File: config.mk
export PLATFORM = sky130hd
export DESIGN_NAME = if_fetch_stage_flat
export DESIGN_NICKNAME = d
export VERILOG_FILES = /design/src/rtl/if_fetch_stage_if.sv /design/src/rtl/if_fetch_stage.sv /design/src/flat_wrapper.sv
export SDC_FILE = /design/constraint.sdc
export NUM_CORES = 1
export LEC_CHECK = 0
export CORE_MARGIN = 2
export CORE_UTILIZATION = 41
export CTS_CLUSTER_DIAMETER = 100
export CTS_CLUSTER_SIZE = 30
export DETAILED_ROUTE_END_ITERATION = 8
export PLACE_DENSITY = 0.78
export SLEW_MARGIN = 40
export SYNTH_ARGS = -nofsm -noshare
export SYNTH_HDL_FRONTEND = slang
export SYNTH_SLANG_ARGS = --single-unit
File: constraint.sdc
create_clock -name clk_i -period 2.15 [get_ports clk_i]
set_input_delay 0.43 -clock clk_i [delete_from_list [all_inputs] [get_ports clk_i]]
set_output_delay 0.43 -clock clk_i [all_outputs]
set_load 0.05 [all_outputs]
File: src/rtl/if_fetch_stage_if.sv
// Instruction-memory request/ready port between the fetch stage (master) and instruction memory (slave).
interface if_fetch_stage_if #(
   parameter int ADDR_W = 32,
   parameter int DATA_W = 32
);
   logic              imem_req;
   logic [ADDR_W-1:0] imem_addr;
   logic              imem_ready;
   logic [DATA_W-1:0] imem_rdata;

   modport master (
      output imem_req,
      output imem_addr,
      input  imem_ready,
      input  imem_rdata
   );

   modport slave (
      input  imem_req,
      input  imem_addr,
      output imem_ready,
      output imem_rdata
   );
endinterface

File: src/rtl/if_fetch_stage.sv
// Instruction-fetch stage: PC register, req/ready imem port, redirect priority and IF/ID flush.
// Optional performance counters are enabled by defining IF_PERF_CNT_EN.
module if_fetch_stage #(
   parameter int               ADDR_W    = 32,
   parameter int               DATA_W    = 32,
   parameter logic [ADDR_W-1:0] RESET_PC  = '0,
   parameter logic [DATA_W-1:0] NOP_INSTR = '0
) (
   input  logic              clk_i,
   input  logic              rst_i,
   input  logic              pc_stall_i,
   input  logic              jump_i,
   input  logic [ADDR_W-1:0] jump_target_i,
   input  logic              branch_taken_i,
   input  logic [ADDR_W-1:0] branch_target_i,
   if_fetch_stage_if.master  imem,
   output logic [ADDR_W-1:0] pc_plus4_o,
   output logic [DATA_W-1:0] instr_o,
   output logic              fetch_valid_o,
   output logic              if_flush_o
`ifdef IF_PERF_CNT_EN
   ,
   output logic [31:0]       perf_fetch_cnt_o,
   output logic [31:0]       perf_stall_cnt_o,
   output logic [31:0]       perf_flush_cnt_o
`endif
);

   typedef enum logic [1:0] {
      ST_FETCH = 2'd0,
      ST_WAIT  = 2'd1,
      ST_DRAIN = 2'd2
   } state_t;

   state_t            state_reg;
   logic [ADDR_W-1:0] pc_reg;
   logic [ADDR_W-1:0] pend_reg;

   logic              jump_eff;
   logic              redirect;
   logic [ADDR_W-1:0] redirect_target;
   logic [ADDR_W-1:0] pc_plus4;
   logic              deliver;

   // A jump under stall is dropped: ID holds the jump and re-asserts it once the stall clears.
   assign jump_eff        = jump_i & ~pc_stall_i;
   assign redirect        = branch_taken_i | jump_eff;
   assign redirect_target = branch_taken_i ? branch_target_i : jump_target_i;
   assign pc_plus4        = pc_reg + ADDR_W'(4);
   assign deliver         = rst_i & imem.imem_ready & (state_reg != ST_DRAIN);

   assign imem.imem_req  = rst_i;
   assign imem.imem_addr = rst_i ? pc_reg : '0;
   assign fetch_valid_o  = deliver;
   assign instr_o        = deliver ? imem.imem_rdata : NOP_INSTR;
   assign pc_plus4_o     = rst_i ? pc_plus4 : '0;
   assign if_flush_o     = rst_i & redirect;

   // The address must stay put until the outstanding access completes, so redirects
   // that arrive while the memory is busy are parked in pend_reg and applied in DRAIN.
   always_ff @(posedge clk_i or negedge rst_i) begin
      if (!rst_i) begin
         state_reg <= ST_FETCH;
         pc_reg    <= RESET_PC;
         pend_reg  <= '0;
      end else begin
         case (state_reg)
            ST_FETCH, ST_WAIT: begin
               if (imem.imem_ready) begin
                  state_reg <= ST_FETCH;
                  if (redirect)
                     pc_reg <= redirect_target;
                  else if (!pc_stall_i)
                     pc_reg <= pc_plus4;
               end else if (redirect) begin
                  pend_reg  <= redirect_target;
                  state_reg <= ST_DRAIN;
               end else begin
                  state_reg <= ST_WAIT;
               end
            end
            ST_DRAIN: begin
               if (branch_taken_i)
                  pend_reg <= branch_target_i;
               if (imem.imem_ready) begin
                  pc_reg    <= branch_taken_i ? branch_target_i : pend_reg;
                  state_reg <= ST_FETCH;
               end
            end
            default: begin
               state_reg <= ST_FETCH;
            end
         endcase
      end
   end

`ifdef IF_PERF_CNT_EN
   logic [2:0]  perf_inc;
   logic [95:0] perf_cnt_flat;

   assign perf_inc = {if_flush_o, (pc_stall_i | ~imem.imem_ready), fetch_valid_o};

   generate
      for (genvar gi = 0; gi < 3; gi++) begin : g_perf
         logic [31:0] cnt_reg;
         always_ff @(posedge clk_i or negedge rst_i) begin
            if (!rst_i)
               cnt_reg <= '0;
            else if (perf_inc[gi])
               cnt_reg <= cnt_reg + 32'd1;
         end
         assign perf_cnt_flat[gi*32 +: 32] = cnt_reg;
      end
   endgenerate

   assign perf_fetch_cnt_o = perf_cnt_flat[31:0];
   assign perf_stall_cnt_o = perf_cnt_flat[63:32];
   assign perf_flush_cnt_o = perf_cnt_flat[95:64];
`endif

endmodule

File: src/flat_wrapper.sv
// flat-port wrapper written by rule: the top's interface ports become plain ports
module if_fetch_stage_flat 
#(
   parameter int               ADDR_W    = 32,
   parameter int               DATA_W    = 32,
   parameter logic [ADDR_W-1:0] RESET_PC  = '0,
   parameter logic [DATA_W-1:0] NOP_INSTR = '0
)
  (clk_i, rst_i, pc_stall_i, jump_i, jump_target_i, branch_taken_i, branch_target_i, pc_plus4_o, instr_o, fetch_valid_o, if_flush_o, imem_imem_req, imem_imem_addr, imem_imem_ready, imem_imem_rdata);
  if_fetch_stage_if #(.ADDR_W(ADDR_W), .DATA_W(DATA_W)) imem_i ();
  input  logic clk_i;
  input  logic rst_i;
  input  logic pc_stall_i;
  input  logic jump_i;
  input  logic [ADDR_W-1:0] jump_target_i;
  input  logic branch_taken_i;
  input  logic [ADDR_W-1:0] branch_target_i;
  output logic [ADDR_W-1:0] pc_plus4_o;
  output logic [DATA_W-1:0] instr_o;
  output logic fetch_valid_o;
  output logic if_flush_o;
  output wire logic [$bits(imem_i.imem_req)-1:0] imem_imem_req;
  output wire logic [$bits(imem_i.imem_addr)-1:0] imem_imem_addr;
  input wire logic [$bits(imem_i.imem_ready)-1:0] imem_imem_ready;
  input wire logic [$bits(imem_i.imem_rdata)-1:0] imem_imem_rdata;
  assign imem_imem_req = imem_i.imem_req;
  assign imem_imem_addr = imem_i.imem_addr;
  assign imem_i.imem_ready = imem_imem_ready;
  assign imem_i.imem_rdata = imem_imem_rdata;
  if_fetch_stage #(.ADDR_W(ADDR_W), .DATA_W(DATA_W), .RESET_PC(RESET_PC), .NOP_INSTR(NOP_INSTR)) u_core (.clk_i(clk_i), .rst_i(rst_i), .pc_stall_i(pc_stall_i), .jump_i(jump_i), .jump_target_i(jump_target_i), .branch_taken_i(branch_taken_i), .branch_target_i(branch_target_i), .imem(imem_i), .pc_plus4_o(pc_plus4_o), .instr_o(instr_o), .fetch_valid_o(fetch_valid_o), .if_flush_o(if_flush_o));
endmodule
==> run summary, run 1 <==
Setup repair after global routing could not meet its margin everywhere. The number of pins exceeding their max-slew limit in the final report came to 0. The run finished, with violations left. The data required time at the worst endpoint is approximately 1.7 ns. Of the total power, the share spent switching nets is approximately two fifths. The area of the core is 12700 um2. The half-perimeter wire length after detailed placement is 17600 um.

After synthesis, flip-flops and latches occupy ~31% of the total area. The number of distinct standard cells referenced by the synthesized netlist came out at 64. During I/O placement, the number of pins put on the boundary was 201. The tightest min-delay check is of the in2async type. In this run the critical register-to-register path is captured at u_core.pc_reg[31]. The post-synthesis average cell area is 7.73 um2. The cell area after placement is ~9400 um2. The worst setup path is of the reg2out kind. The worst-case clock skew came out at 0.0110 ns. The horizontal extent of the die is between 100 and 150 um. The summed area of non-filler cells in the final layout came out at 10600 um2. Compared with the post-synthesis result, the final layout area differs by 98.3%. The initial core utilization came out at 42.3%. The worst setup path is launched from a flop. The number of warnings printed during yosys synthesis came out at 0. Summing internal, switching and leakage power gives approximately 0.0075 W. The number of cells produced by synthesis is around 690.

The total area of multi-input combinational cells came out at 3990 um2. The number of buffers inserted during clock tree synthesis is 9. Entering global routing, the biggest net connects 73 pins.

By instance count, the cell type seen most on the critical path is sky130_fd_sc_hd__nand4_1. Ranked by total cell area, the synthesized netlist is headed by sky130_fd_sc_hd__dfrtp_1, sky130_fd_sc_hd__and2_1, sky130_fd_sc_hd__nor2_1, sky130_fd_sc_hd__o22ai_1, sky130_fd_sc_hd__a211oi_1. During placement, the flow inserted port buffers numbering 200.

The top achievable clock speed is 354 MHz. The signal on the critical path passes through nand4_1 > nor2_1 > nand4_1 > xnor2_1 > and2_2 > buf_12. The worst-path cell with the longest stage delay is sky130_fd_sc_hd__dfrtp_1. The final wirelength is about 28000 um. sky130_fd_sc_hd__nor2_1 is the most common cell in the netlist.

The biggest area contributor in the post-synthesis netlist is sky130_fd_sc_hd__dfrtp_1. The cell count of the worst reg-to-reg path came out at 6. The number of levels in the clock H-tree is 3. In this run the core area contains 41 standard-cell rows.

The number of enable-type register cells in the synthesized netlist is 0. For this run, the post-layout net count is approximately 1100. The insertion delay to the later sink of the worst-skew pair is 0.34 ns. The post-synth net total came out at 796. The post-synthesis async set-or-reset flop share came out at 100%. The area share of the leading cell type in the synthesized netlist is between 30% and 40%. Registers take ~1700 um2. The number of optimization iterations in the first detailed-route pass is 8.

The vertical die dimension came out at between 100 and 150 um. The weighted congestion reported at the end of routability-driven placement came out at 0.910. The buffer levels on the longest clock path is 2. The clock period minus worst slack came out at 2.83 ns. The tightest hold path in the finished design has a slack of 0.194 ns. The hold violation count in the final report was 0. The critical path arrival is 2.40 ns.

For the pin with the worst max-slew slack, the measured transition is 0.468 ns. The part of the cycle the worst path needs came out at 131%. TritonCTS built the clock tree.

Sequential cells account for 24.1% of the total power. At the end of the flow the core is filled with cells to 83.8%. After detailed routing, the number of vias per cell comes to 6.32.

In this run the power spent charging and discharging nets is 0.00308 W. The number of antenna violations at the first check in global routing came out at 0. Across every metal layer, demand over resource in global routing totals 34.6%. The total standard cell area after synthesis is around 5400 um2. The headroom to the max-slew limit is 68.8%. Per report_power, the clock group accounts for 21.7% of the total. The first-pass GRT wire length is approximately 39000 um. The highest ir drop seen on vdd came out at 0.479 mV.

The tree is rooted in a sky130_fd_sc_hd__clkbuf_16. Counting flops and latches in the post-synthesis netlist gives 66. The startpoint identified for the worst register-to-register timing path is u_core.pc_reg[24]. The power per cell area came out at 709 nW/um2. The count of clock tree sinks came out at 66. The floorplan step defined a die boundary enclosing 14000 um2. Cells with a size suffix above 1 make up 39.7% of the layout. By count the netlist is led by sky130_fd_sc_hd__nor2_1, sky130_fd_sc_hd__and2_1, sky130_fd_sc_hd__dfrtp_1. The via count of the first global-routing pass came to 6899. The detailed-route via count came out at 7507.

The violation count after the first detailed-routing iteration came out at 1490. In the synthesized netlist the dominant register cell turns out to be sky130_fd_sc_hd__dfrtp_1. After clock tree synthesis, the clock-pin slew on the worst setup and hold paths is roughly 0.06 ns.

The leakage dissipation came out at 4.53 nW. The fill cell instance count of the final layout came out at 683. The worst-path maximum fanout came out at 6. The overall overflow remaining after global route came out at 0. For the final routed database, the setup TNS stands at -10.34 ns. The minimum setup slack in the final design came out at -0.677 ns. The part of the total power dissipated in combinational logic is 54.3%.

The average routed wire per standard cell is around 24 um. The flop-to-flop setup slack is -0.25 ns. The internal power summed over all cells came out at 0.00444 W. The number of routed nets with antenna violations came out at 0. The checks that failed: setup timing. The number of remaining DRC errors came out at 0. The critical path's largest stage delay came out at 0.48 ns. Setup violations remaining at the end of the flow were counted as 32.

0 antenna diodes ended up in the layout. Max-cap violations in this run came to 0. The element type at the critical path end is a primary output.
[worst max-delay path, delay by kind of cell, from the launching register on]
kind	cells	cell delay (ns)
simple gates	4	1.19
xor+xnor	1	0.25
flops	1	0.48
buf+inv	1	0.14
[power groups by stage]
stage	clock network, W	registers, W	logic [W]
after floorplan	0	0.00174	0.00174
after global placement	0	0.00174	0.00346
after detailed placement	0	0.00177	0.00353
after CTS	0.00160	0.00176	0.00368
after global routing	0.00167	0.00182	0.00421
final	0.00163	0.00181	0.00408
[per-stage QoR]
step	cells	worst slack, ns
2_1_floorplan	693	-0.0934
3_3_place_gp	1125	-0.119
3_5_place_dp	1125	-0.175
4_1_cts	1157	-0.407
5_1_grt	1187	-0.653
6_report	1187	-0.677
[cells by family (layout without fill, tap and decap cells)]
| logic type | count (synthesis) | count (layout) | synth area share, % |
|---|---|---|---|
| flops | 66 | 66 | 30.8 |
| fa+ha+maj | 1 | 1 | 0.234 |
| mux | 11 | 11 | 2.13 |
| xor+xnor | 28 | 28 | 4.58 |
| compound gates | 195 | 195 | 24.7 |
| simple gates | 322 | 322 | 32.3 |
| buf+inv | 70 | 392 | 5.16 |
[placed cells by master, fill, tap and decap left out, drive strengths merged, types with 3 or more instances in the layout]
cell type,instances
a211oi,32
a21o,3
a21oi,29
a221o,5
a221oi,4
a311oi,3
a31oi,7
and2,92
and3,6
and4,3
buf,269
clkbuf,9
clkdlybuf4s50,97
clkinv,3
dfrtp,66
inv,7
mux2,3
mux2i,8
nand2,39
nand2b,6
nand3,20
nand4,12
nor2,99
nor2b,6
nor3,15
nor4,7
o211ai,4
o21ai,36
o221a,6
o22ai,42
o31a,3
o32a,6
or3,7
xnor2,21
xor2,7
[layer usage]
metal  wire (um)  share of wire [%]  GRT usage (%)  vias up
li1            -                  -              -     3157
met5           0                  0              0        -
met3        3710                 13           10.2      145
met1       10300                 36           43.2     3503
met4        1380                4.9           11.7        0
met2       12900                 46           56.9      702
[timing repair]
item,CTS,global route
hold buffers,1,0
setup endpoints to repair,62,46
resized for setup,59,74
pin swaps,20,29
endpoints found under the hold margin,2,0
setup buffers,18,36
[area by class of cell]
type	count	area share (%)
clock buffers	9	2.12
clock inverters	7	0.884
inverters	7	0.247
multi-input cells	557	37.5
flip-flops and latches	66	15.6
well taps	172	2.03
repair buffers	369	41.6
[worst max-delay path by stage]
stage	start	end	slack (ns)	depth (start not counted)
after floorplan	u_core.pc_reg[10]	pc_plus4_o[27]	-0.09	5
after global placement	pc_stall_i	u_core.pc_reg[0]	-0.12	6
after detailed placement	pc_stall_i	u_core.pc_reg[7]	-0.18	6
after CTS	u_core.pc_reg[3]	pc_plus4_o[18]	-0.41	8
after global routing	u_core.pc_reg[15]	pc_plus4_o[30]	-0.65	8
final	u_core.pc_reg[24]	pc_plus4_o[31]	-0.68	6
Note: power is estimated with default switching activity, not from simulation.
==> run 2, diff against run 1 <==
Settings changed: CORE_MARGIN 2 to 5, SLEW_MARGIN 40 to 20.
==> run 2 against run 1 <==
The flow still finishes with violations (setup timing). Core utilization is 1.2 points lower. Die area is 10% higher. Register-to-register slack worse by 0.15 ns. Global-route usage is 3.3 points lower. Critical path type unchanged. Critical endpoint is now pc_plus4_o[22]. Largest cell class unchanged. Highest routed layer is now met5.
==> run summary, run 2 (synthesized netlist as in run 1, its figures left out) <==
The run finished, with violations left. The checks that failed: setup timing. The number of pins exceeding their max-slew limit in the final report is 0 (unchanged).

The hold violation count in the final report was 0 (unchanged). The final wirelength is 27700 um (-1.9%). The data required time at the worst endpoint was 1.72 ns (about the same). The number of nets in the finished design came to 1110 (-0.27%). The total of buffers placed on input and output ports was 200 (unchanged).

The insertion delay to the later sink of the worst-skew pair is 0.34 ns (about the same). The switching share of power came out at 40.5% (-0.50 points). The count of clock tree sinks came to 66 (unchanged).

The row count is 41 (unchanged). The worst-case setup slack after placement came out at -0.182 ns (-0.00618 ns). The critical path arrival is 2.45 ns (+0.05 ns). The part of the total power dissipated in combinational logic is 54.4% (about the same). The power per cell area came out at 717 nW/um2 (+1.2%). The setup path with the least slack is of type reg2out.

The highest ir drop seen on vdd was 0.436 mV (-9.0%). By instance count, the cell type seen most on the critical path is sky130_fd_sc_hd__buf_6. The core occupancy in the finished layout is 82.6% (-1.2 points).

The fill cell instance count of the final layout came to 757 (+11%). The worst-case clock skew is 0.00991 ns (-0.00109 ns). The initial core utilization came out at 42.1% (-0.17 points).

The overall overflow remaining after global route is 0 (unchanged). The final setup violation count came to 35 (+9.4%). The part of the total power dissipated in sequential elements is 24.0% (about the same). The leakage dissipation came to 4.44 nW (-2.2%).

The worst-path cell with the longest stage delay is sky130_fd_sc_hd__dfrtp_1. The maximum number of pins on one net before global-route repair is 54 (-26%). The hold buffer count at CTS came to 0 (-1).

The cell area after placement came out at 9420 um2 (+0.48%). The net switching power was 0.00305 W (-1.1%). The first-pass GRT wire length is 39300 um (+1.6%). The number of levels in the clock H-tree came out at 3 (unchanged). The vertical die dimension came out at 124 um (+5.1%).

The top cell types in the final layout, fill and taps aside, are sky130_fd_sc_hd__buf_4, sky130_fd_sc_hd__buf_12, sky130_fd_sc_hd__clkdlybuf4s50_1, sky130_fd_sc_hd__nor2_1, sky130_fd_sc_hd__dfrtp_1. The violation count after the first detailed-routing iteration came out at 926 (-38%). The part of the cycle the worst path needs is 134% (+2.7 points). The met3 wire length came out at 2920 um (-21%).

The weighted congestion reported at the end of routability-driven placement is 0.938 (+3.0%). The worst register-to-register path begins at u_core.pc_reg[2]. The ratio of cells with drive above 1 in the final layout came to 39.1% (-0.57 points). The summed area of non-filler cells in the final layout is 10500 um2 (-1.0%). The area of the core is 12700 um2 (+0.40%).

The clock slew at the register clock pins of the worst setup and hold paths came out at 0.06 ns (about the same). The root cell of the clock tree is sky130_fd_sc_hd__clkbuf_16. The commonest non-fill, non-tap cell in the layout is sky130_fd_sc_hd__buf_4. The worst-path maximum fanout came to 7 (+1). The detailed-route via count came to 7250 (-3.4%).

The floorplan die area is 15400 um2 (+10%). The headroom to the max-slew limit came out at 62.5% (-6.3 points). The minimum setup slack in the final design was -0.735 ns (-0.0576 ns). The minimum hold slack was 0.119 ns (-0.0751 ns).

The number of diodes was 0 (unchanged). The worst setup path startpoint is u_core.pc_reg[2]. STA classifies the critical path startpoint as a flop.

The number of buffers inserted during clock tree synthesis came out at 9 (unchanged). The via count of the first global-routing pass came to 6848 (-0.74%). The number of remaining DRC errors came out at 0 (unchanged). The reported max-cap violation count came out at 0 (unchanged).

The number of routed nets with antenna violations is 0 (unchanged). In this run the worst hold path is classified as in2async. The vias per cell is 6.12 (-3.2%). The clock period minus worst slack is 2.88 ns (+0.0576 ns). STA classifies the critical path endpoint as a primary output. The internal power summed over all cells came out at 0.00449 W (+1.0%). The global-route usage over all layers is 31.3% (-3.3 points). Signal routing reaches up to met5. The wire length the detailed router placed on met1 was 10800 um (+5.2%). The area growth from synthesis to final layout came out at 96.3%.

The clock network fraction of design power came to 21.6% (about the same). The buffer levels on the longest clock path came out at 2 (unchanged). The I/O pin total was 201 (unchanged).

The number of antenna violations at the first check in global routing came to 2 (+2). The horizontal extent of the die came out at 124 um (+5.1%). The signal on the critical path passes through ha_4 > nand2_2 > buf_6 > nor2_4 > buf_6 > nand4_1 > xnor2_1 > and2_2 > buf_12. The detailed-routed wire length on met2 came out at 12800 um (-1.0%). The average routed wire per standard cell is 23.4 um (-1.7%). The half-perimeter wire length after detailed placement is 18700 um (+6.2%). The critical path's largest stage delay came out at 0.52 ns (+0.04 ns). The number of optimization iterations in the first detailed-route pass is 6 (-2). The slew at the pin closest to its max-slew limit came out at 0.562 ns (+0.0943 ns). Setup repair after global routing could not meet its margin everywhere. The top achievable clock speed came out at 347 MHz (-2.0%). TritonCTS built the clock tree.
[run 2: path summary, 6_finish.rpt]
path / cells after the start / slack [ns] / endpoint
max in group asynchronous: 3 / 1.05 / u_core.pend_reg[14]
worst max-delay path: 9 / -0.73 / pc_plus4_o[22]
worst min-delay path: 2 / 0.12 / u_core.pc_reg[6]
worst max register to register: 11 / -0.40 / u_core.pc_reg[22]
min in group clk_i: 1 / 0.53 / u_core.state_reg[0]
worst min register to register: 1 / 0.53 / u_core.state_reg[0]
[run 2: metal layers]
| metal | vias up | track usage, % |
|---|---|---|
| met1 | 3457 | 42.0 |
| met3 | 96 | 6.95 |
| met4 | 2 | 9.80 |
| met2 | 546 | 50.4 |
| li1 | 3149 | - |
| met5 | - | 0 |
[run 2: what timing repair did]
item | 4_1_cts | 5_1_grt
setup buffers | 22 | 23
pin swaps | 23 | 21
endpoints found under the setup margin | 62 | 62
resized for setup | 62 | 39
[run 2: cell type report]
class                           instances  area [um2]  area share, %
Tap cell                              172         215           2.05
Sequential cell                        66        1660           15.8
Inverter                                7        26.3          0.250
Multi-Input combinational cell        557        3880           36.9
Clock buffer                            9         225           2.14
Timing Repair Buffer                  366        4400           41.9
Clock inverter                          7         100          0.952
[run 2: per-stage QoR]
stage | std cells | setup TNS, ns | power [W]
after floorplan | 693 | -0.117 | 0.00348
after global placement | 1126 | -1.20 | 0.00530
after detailed placement | 1126 | -2.09 | 0.00539
after CTS | 1163 | -7.19 | 0.00718
after global routing | 1184 | -13.82 | 0.00777
final | 1184 | -12.25 | 0.00754
[run 2: critical path: cells and delay by family (launching register included)]
| family | cells | cell delay, ns |
|---|---|---|
| DFF | 1 | 0.52 |
| adders and majority gates | 1 | 0.24 |
| and+or+nand+nor | 4 | 0.63 |
| xor gates and xnor gates | 1 | 0.27 |
| buffers and inverters | 3 | 0.45 |
[run 2: power groups by stage]
stage,clock network [W],logic (W),registers (W)
global placement,0,0.00355,0.00174
finish,0.00163,0.00410,0.00181
CTS,0.00163,0.00379,0.00176
detailed placement,0,0.00362,0.00177
floorplan,0,0.00174,0.00174
global route,0.00169,0.00424,0.00183
